[config.mk]
export PLATFORM = sky130hd
export DESIGN_NAME = descrambler_multilane
export DESIGN_NICKNAME = d
export VERILOG_FILES = /design/src/rtl/descrambler_multilane_pkg.sv /design/src/rtl/descrambler_multilane_lane.sv /design/src/rtl/descrambler_multilane.sv
export SDC_FILE = /design/constraint.sdc
export NUM_CORES = 2
export LEC_CHECK = 0
export ABC_AREA = 1
export BUFFER_PORTS_ARGS = -buffer_cell sky130_fd_sc_hd__buf_2
export CAP_MARGIN = 20
export CORE_UTILIZATION = 35
export DETAILED_ROUTE_END_ITERATION = 6
export PLACE_DENSITY = 0.5
export SYNTH_ARGS = -nofsm -noshare
export SYNTH_HDL_FRONTEND = slang
export SYNTH_HIERARCHICAL = 1
export SYNTH_SLANG_ARGS = --single-unit
[constraint.sdc]
create_clock -name clk -period 5.5 [get_ports clk]
set_input_delay 1.1 -clock clk [delete_from_list [all_inputs] [get_ports clk]]
set_output_delay 1.1 -clock clk [all_outputs]
set_load 0.02 [all_outputs]
[src/rtl/descrambler_multilane_pkg.sv]
// Shared constants and the LFSR step helper for the multi-lane descrambler.
package descrambler_multilane_pkg;

  localparam logic [15:0] TAPS16    = 16'h0039;
  localparam logic [22:0] TAPS23    = 23'h210125;
  localparam logic [15:0] SEED16    = 16'hFFFF;
  localparam logic [7:0]  SYM_COM   = 8'hBC;
  localparam logic [7:0]  SYM_SKP8  = 8'h1C;
  localparam logic [7:0]  SYM_SKP   = 8'hAA;
  localparam logic [7:0]  SYM_EIEOS = 8'h00;

  typedef enum logic [1:0] {
    HDR_BAD0 = 2'b00,
    HDR_DATA = 2'b01,
    HDR_OS   = 2'b10,
    HDR_BAD3 = 2'b11
  } sync_hdr_e;

  typedef struct packed {
    logic [22:0] state;
    logic [7:0]  key;
  } lfsr_step_t;

  // Eight Galois shifts; each key bit is the LFSR MSB before its shift.
  function automatic lfsr_step_t lfsr_advance8(input logic [22:0] s, input logic gen3);
    lfsr_step_t r;
    logic fb;
    r.state = s;
    r.key   = '0;
    for (int i = 0; i < 8; i++) begin
      if (gen3) begin
        fb        = r.state[22];
        r.key[i]  = fb;
        r.state   = {r.state[21:0], 1'b0} ^ (fb ? TAPS23 : 23'd0);
      end else begin
        fb        = r.state[15];
        r.key[i]  = fb;
        r.state   = {7'd0, r.state[14:0], 1'b0} ^ (fb ? {7'd0, TAPS16} : 23'd0);
      end
    end
    return r;
  endfunction

endpackage

[src/rtl/descrambler_multilane_lane.sv]
// One descrambler lane: LFSR, block symbol counter and SYMS-wide unrolled advance.
module descrambler_lane
  import descrambler_multilane_pkg::*;
#(
  parameter int SYMS = 4
) (
  input  logic                clk,
  input  logic                reset,
  input  logic                gen3_en,
  input  logic                bypass,
  input  logic                load_seed,
  input  logic [22:0]         seed,
  input  logic                in_valid,
  input  logic [SYMS*8-1:0]   in_data,
  input  logic [SYMS-1:0]     in_datak,
  input  logic [1:0]          in_sync_hdr,
  input  logic                in_block_start,
  output logic [SYMS*8-1:0]   out_data,
  output logic [SYMS-1:0]     out_datak,
  output logic [1:0]          out_sync_hdr,
  output logic                out_block_start
);

  localparam logic [22:0] SEED_G1 = {7'd0, SEED16};

  logic [22:0]       lfsr_q, lfsr_d, mode_seed, st;
  logic [3:0]        cnt_q, cnt_d, pos;
  logic              skp_q, skp_d, eieos_q, eieos_d, skp, eieos;
  logic [SYMS*8-1:0] data_d;
  logic [7:0]        sym, out_sym;
  lfsr_step_t        step;

  // Walk the beat symbol by symbol, starting from the seed on a reload cycle.
  always_comb begin
    lfsr_d    = lfsr_q;
    cnt_d     = cnt_q;
    skp_d     = skp_q;
    eieos_d   = eieos_q;
    data_d    = in_data;
    sym       = '0;
    out_sym   = '0;
    mode_seed = gen3_en ? seed : SEED_G1;
    st        = load_seed ? mode_seed : lfsr_q;
    pos       = (load_seed || in_block_start) ? 4'd0 : cnt_q;
    skp       = in_block_start ? (in_data[7:0] == SYM_SKP)   : skp_q;
    eieos     = in_block_start ? (in_data[7:0] == SYM_EIEOS) : eieos_q;
    step      = '0;

    for (int s = 0; s < SYMS; s++) begin
      sym     = in_data[s*8 +: 8];
      out_sym = sym;
      step    = lfsr_advance8(st, gen3_en);
      if (gen3_en) begin
        case (sync_hdr_e'(in_sync_hdr))
          HDR_DATA: begin
            out_sym = sym ^ step.key;
            st      = step.state;
          end
          HDR_OS: begin
            if (!skp) st = step.state;
            if (eieos && pos == 4'd15) st = mode_seed;
          end
          default: st = step.state;
        endcase
      end else begin
        if (in_datak[s] && sym == SYM_COM) begin
          st = mode_seed;
        end else if (in_datak[s] && sym == SYM_SKP8) begin
          st = st;
        end else if (in_datak[s]) begin
          st = step.state;
        end else begin
          out_sym = sym ^ step.key;
          st      = step.state;
        end
      end
      if (!bypass) data_d[s*8 +: 8] = out_sym;
      pos = pos + 4'd1;
    end

    if (in_valid) begin
      lfsr_d  = st;
      cnt_d   = gen3_en ? pos : 4'd0;
      skp_d   = skp;
      eieos_d = eieos;
    end else if (load_seed) begin
      lfsr_d  = mode_seed;
      cnt_d   = 4'd0;
    end
  end

  always_ff @(posedge clk or negedge reset) begin
    if (!reset) begin
      lfsr_q          <= SEED_G1;
      cnt_q           <= 4'd0;
      skp_q           <= 1'b0;
      eieos_q         <= 1'b0;
      out_data        <= '0;
      out_datak       <= '0;
      out_sync_hdr    <= '0;
      out_block_start <= 1'b0;
    end else begin
      lfsr_q  <= lfsr_d;
      cnt_q   <= cnt_d;
      skp_q   <= skp_d;
      eieos_q <= eieos_d;
      if (in_valid) begin
        out_data        <= data_d;
        out_datak       <= in_datak;
        out_sync_hdr    <= in_sync_hdr;
        out_block_start <= in_block_start;
      end
    end
  end

endmodule

[src/rtl/descrambler_multilane.sv]
// Multi-lane PCIe descrambler: shared mode tracking plus LANES independent lanes.
module descrambler_multilane
  import descrambler_multilane_pkg::*;
#(
  parameter int LANES = 4,
  parameter int SYMS  = 4
) (
  input  logic                    clk,
  input  logic                    reset,
  input  logic                    gen3_en,
  input  logic                    bypass,
  input  logic [LANES*23-1:0]     seed,
  input  logic                    in_valid,
  input  logic [LANES*SYMS*8-1:0] in_data,
  input  logic [LANES*SYMS-1:0]   in_datak,
  input  logic [LANES*2-1:0]      in_sync_hdr,
  input  logic [LANES-1:0]        in_block_start,
  output logic                    out_valid,
  output logic [LANES*SYMS*8-1:0] out_data,
  output logic [LANES*SYMS-1:0]   out_datak,
  output logic [LANES*2-1:0]      out_sync_hdr,
  output logic [LANES-1:0]        out_block_start
);

  logic gen3_q, restart_q, load_seed;

  // The first edge after reset and any mode flip both restart every lane from its seed.
  assign load_seed = restart_q | (gen3_en != gen3_q);

  always_ff @(posedge clk or negedge reset) begin
    if (!reset) begin
      gen3_q    <= 1'b0;
      restart_q <= 1'b1;
      out_valid <= 1'b0;
    end else begin
      gen3_q    <= gen3_en;
      restart_q <= 1'b0;
      out_valid <= in_valid;
    end
  end

  for (genvar l = 0; l < LANES; l++) begin : g_lane
    descrambler_lane #(.SYMS(SYMS)) u_lane (
      .clk             (clk),
      .reset           (reset),
      .gen3_en         (gen3_en),
      .bypass          (bypass),
      .load_seed       (load_seed),
      .seed            (seed[l*23 +: 23]),
      .in_valid        (in_valid),
      .in_data         (in_data[l*SYMS*8 +: SYMS*8]),
      .in_datak        (in_datak[l*SYMS +: SYMS]),
      .in_sync_hdr     (in_sync_hdr[l*2 +: 2]),
      .in_block_start  (in_block_start[l]),
      .out_data        (out_data[l*SYMS*8 +: SYMS*8]),
      .out_datak       (out_datak[l*SYMS +: SYMS]),
      .out_sync_hdr    (out_sync_hdr[l*2 +: 2]),
      .out_block_start (out_block_start[l])
    );
  end

endmodule

==> results by group <==
Status
  – Result of the run: complete, but fails checks
  – Failing checks: design-rule violations, negative setup slack

Worst setup path
  – CP max stage delay: 0.25 ns
  – Endpoint of the most critical register-to-register path: g_lane[0].u_lane/lfsr_q[11]
  – Worst endpoint required time: 6.11 ns
  – Critical path buffer and inverter count: 9
  – Arrival time worst endpoint: 6.59 ns
  – Slowest CP cell: or2_1
  – Worst reg2reg setup slack: -0.38 ns
  – Most used cell along the critical path: nand2_1
  – Cell count of the worst reg-to-reg path: 46
  – Worst-path maximum fanout: 8
  – Critical path capture point type: flip-flop
  – Family with the most delay on the worst path: simple AND/OR/NAND/NOR gates
  – Path type of the worst setup path: primary input to flip-flop
  – FF-to-FF Start: gen3_q
  – Kind of start point of the critical path: primary input

Cells and area
  – Count of placed standard cells in the final layout, fillers left out: 14274
  – Leading cell types in the layout, fill and taps excluded: 3015 x nand2_1, 2202 x buf_4, 961 x inv_1, 846 x o21ai_0, 704 x nand3_1
  – Sequential cell area: 6960 µm²
  – Number of fill cells: 16391
  – Util after Layout: 52.1%
  – Area grow syn2layout: 47.3%
  – Net count of the finished layout: 12452
  – Total non-filler cell area in the finished layout: 80400 µm²
  – Multi-input gate area in the final layout: 45000 µm²
  – Share of layout cells above drive strength 1: 35.0%
  – Most common cell after layout, fill and taps aside: nand2_1

Clock network
  – Max H-tree Level: 2
  – Clock sinks: 275
  – CTS max path bufs: 3
  – Clock insertion delay at the later pin of the skew report: 0.68 ns
  – Post-cts hold buffer count: 0
  – Clock-pin transition on the worst setup and hold timing paths: 0.06 ns
  – Number of CTS-inserted buffers: 42
  – TritonCTS clock tree: done
  – Master cell of the clock root buffer: clkbuf_16

Power
  – Overall power consumption: 47.0 mW
  – Share of power burned in the clock network: 6.3%
  – Internal power: 21.1 mW
  – Switching pwr: 25.9 mW
  – Switching share of power: 55.2%
  – Leakage power total: 42.3 nW
  – Power share of the sequential group: 6.4%
  – Largest voltage drop on the vdd net: 0.000463 V
  – Power density relative to cell area: 584 nW/µm²
  – Combinational group share of total power: 87.3%

Drt
  – Drt first pass iters: 7
  – Final routed DRC violation total: 38
  – Total Routed Length: 336000 µm
  – Ratio of routed vias to standard cells: 5.53
  – Vias: 78962
  – DR iter-0 viols: 9067
  – Post-route ant nets: 0
  – Detail-routed net length per standard cell: 23.6 µm

Placed design
  – Number of port buffers: 409
  – Estimated wirelength of the detail-placed design: 268000 µm
  – Placed Cells incl. Taps: 14031
  – Worst setup timing slack at the placement stage: -1.61 ns
  – Dpl cell area: 73500 µm²
  – Gp weighted congestion: 1.05

Yosys
  – Number of enable-type register cells in the synthesized netlist: 0
  – Flip-flop and latch count after synthesis: 275
  – Dominant register cell in the synthesized netlist: dfrtp_1
  – Post-synth top area share: 23.0%
  – Synthesized instance count: 9966
  – Total nets after synthesis: 10235
  – Leading post-synthesis cells by cell area: nand2_1 23%, dfrtp_1 9.6%, o21ai_0 8.4%
  – Post-synthesis sequential area ratio: 12.8%
  – Share of flip-flops with an asynchronous set or reset: 100%
  – Avg Cell Area, Syn: 5.48 µm²
  – Count of unique library cells instantiated by Yosys: 64
  – Syn Std Cell Area: 54600 µm²
  – Number of warnings printed during yosys synthesis: 6
  – Cell accounting for the most synthesized area: nand2_1

Timing
  – Post-Route Skew: 0.0547 ns
  – Worst Hold Margin: 0.389 ns
  – Share of the cycle needed by the critical path after routing: 109%
  – Final setup margin: -0.480 ns
  – Time the final worst path needs with I/O delays and setup: 5.98 ns
  – Count of final max-slew check failures: 0
  – Max transition margin: 28.4%
  – Aggregate negative setup slack: -36.02 ns
  – Fin. Hold Viols: 0
  – Transition time at the pin with the least slew margin: 1.07 ns
  – Maximum achievable frequency: 0.167 GHz
  – Total of endpoints with negative setup slack in the final report: 125
  – Setup repair after global routing missed its margin: true

Die
  – Die outline height: 397 µm
  – Initial cell density of the core: 35.4%
  – Die ar.: 158000 µm²
  – Chip width: 397 µm
  – Core outline area: 154000 µm²
  – Core Rows: 144
  – I/O pin cnt: 410

Global routing
  – GR Util All Layers: 40.8%
  – Largest net degree at the start of global routing: 83
  – Overflow left after global routing: 0
  – Number of antenna violations at the first check in global routing: 18
  – Via count of the first global-routing pass: 72652
  – Global-route wire length before repair: 485000 µm

Min path
  – Class of the most critical hold timing path: primary input to asynchronous set/reset pin

Flow run
  – Number of violations of the max-capacitance limit: 0
==> routing by layer <==
layer / share of wire, % / wire length [µm] / GRT usage, % / vias to the layer above
li1: - / - / - / 36992
met3: 9.3 / 31100 / 6.93 / 803
met4: 6.3 / 21200 / 20.6 / 16
met5: 0.031 / 103 / 0 / -
met1: 41 / 139000 / 54.4 / 37145
met2: 43 / 145000 / 63.0 / 4006
==> flip-flops by register name, indices dropped and copies added, names as in the netlist <==
signal	flops
g_lane.u_lane/out_data	128
g_lane.u_lane/out_sync_hdr	8
gen3_q	1
g_lane.u_lane/eieos_q	4
g_lane.u_lane/out_block_start	4
restart_q	1
g_lane.u_lane/out_datak	16
g_lane.u_lane/cnt_q	16
g_lane.u_lane/lfsr_q	92
out_valid	1
g_lane.u_lane/skp_q	4
==> how the worst max path moves through the flow <==
stage / start / to / depth (start not counted)
2_1_floorplan: gen3_en / g_lane[0].u_lane/lfsr_q[19] / 48
3_3_place_gp: gen3_en / g_lane[1].u_lane/lfsr_q[14] / 45
3_5_place_dp: gen3_en / g_lane[2].u_lane/lfsr_q[8] / 45
4_1_cts: gen3_en / g_lane[0].u_lane/lfsr_q[9] / 50
5_1_grt: gen3_en / g_lane[2].u_lane/lfsr_q[6] / 50
6_report: gen3_en / g_lane[0].u_lane/lfsr_q[11] / 48
==> cell usage after synthesis, types with 48 or more instances <==
cell      count
xnor2_1      60
clkbuf_1    324
o211ai_1    228
nand3_2      88
a21oi_1     684
nand2_2     228
o21bai_1     76
o21ai_1     152
nand2_1    3338
buf_1        48
nand3_1     825
xor2_1      288
o21ai_2      56
buf_6        52
inv_1      1011
nand2_4      92
a22oi_1      48
o21ai_0     912
dfrtp_1     210
buf_2        84
nand4_1      56
inv_2        92
dfstp_2      65
nor2_1      468
a31oi_1      48
==> power groups by stage <==
stage	combinational [mW]	sequential (mW)	clock, mW
after floorplan	18.4	3.05	0
after global placement	35.2	3.01	0
after detailed placement	35.4	3.00	0
after CTS	38.4	2.98	3.02
after global routing	43.8	3.03	3.09
final	41.0	3.00	2.97
==> what timing repair did <==
action                                  in CTS  in global routing
pin swaps                                  226                188
gates cloned                                 5                  1
endpoints found under the setup margin     134                142
gates resized for setup                    622                449
buffers inserted                            86                 63
==> worst reg2reg max path: cells and delay by family (launching register included) <==
kind                      cells  cell delay, ns
xor gates and xnor gates      2            0.34
and+or+nand+nor              33            3.41
buffers and inverters         7            1.03
AOI/OAI and AO/OA             4            0.64
DFF                           1            0.42
==> final cells by class <==
class	count	share of cell area, %
clock inverter	28	0.364
antenna	14	0.0436
inverter	1111	5.28
multi-input combinational	8048	56.0
tap	2044	3.18
clock buffer	49	1.40
timing repair buffer	2705	25.1
sequential	275	8.66
==> cells by family after synthesis <==
kind of cell / count (synthesis) / synth area share, %
fa+ha+maj: 16 / 0.367
flops: 275 / 12.8
buf+inv: 1643 / 12.4
compound gates: 2384 / 25.3
simple gates: 5279 / 43.0
other cells: 1 / 0.00687
xor+xnor: 368 / 6.22
No activity file was read; power rests on OpenSTA's default activity.
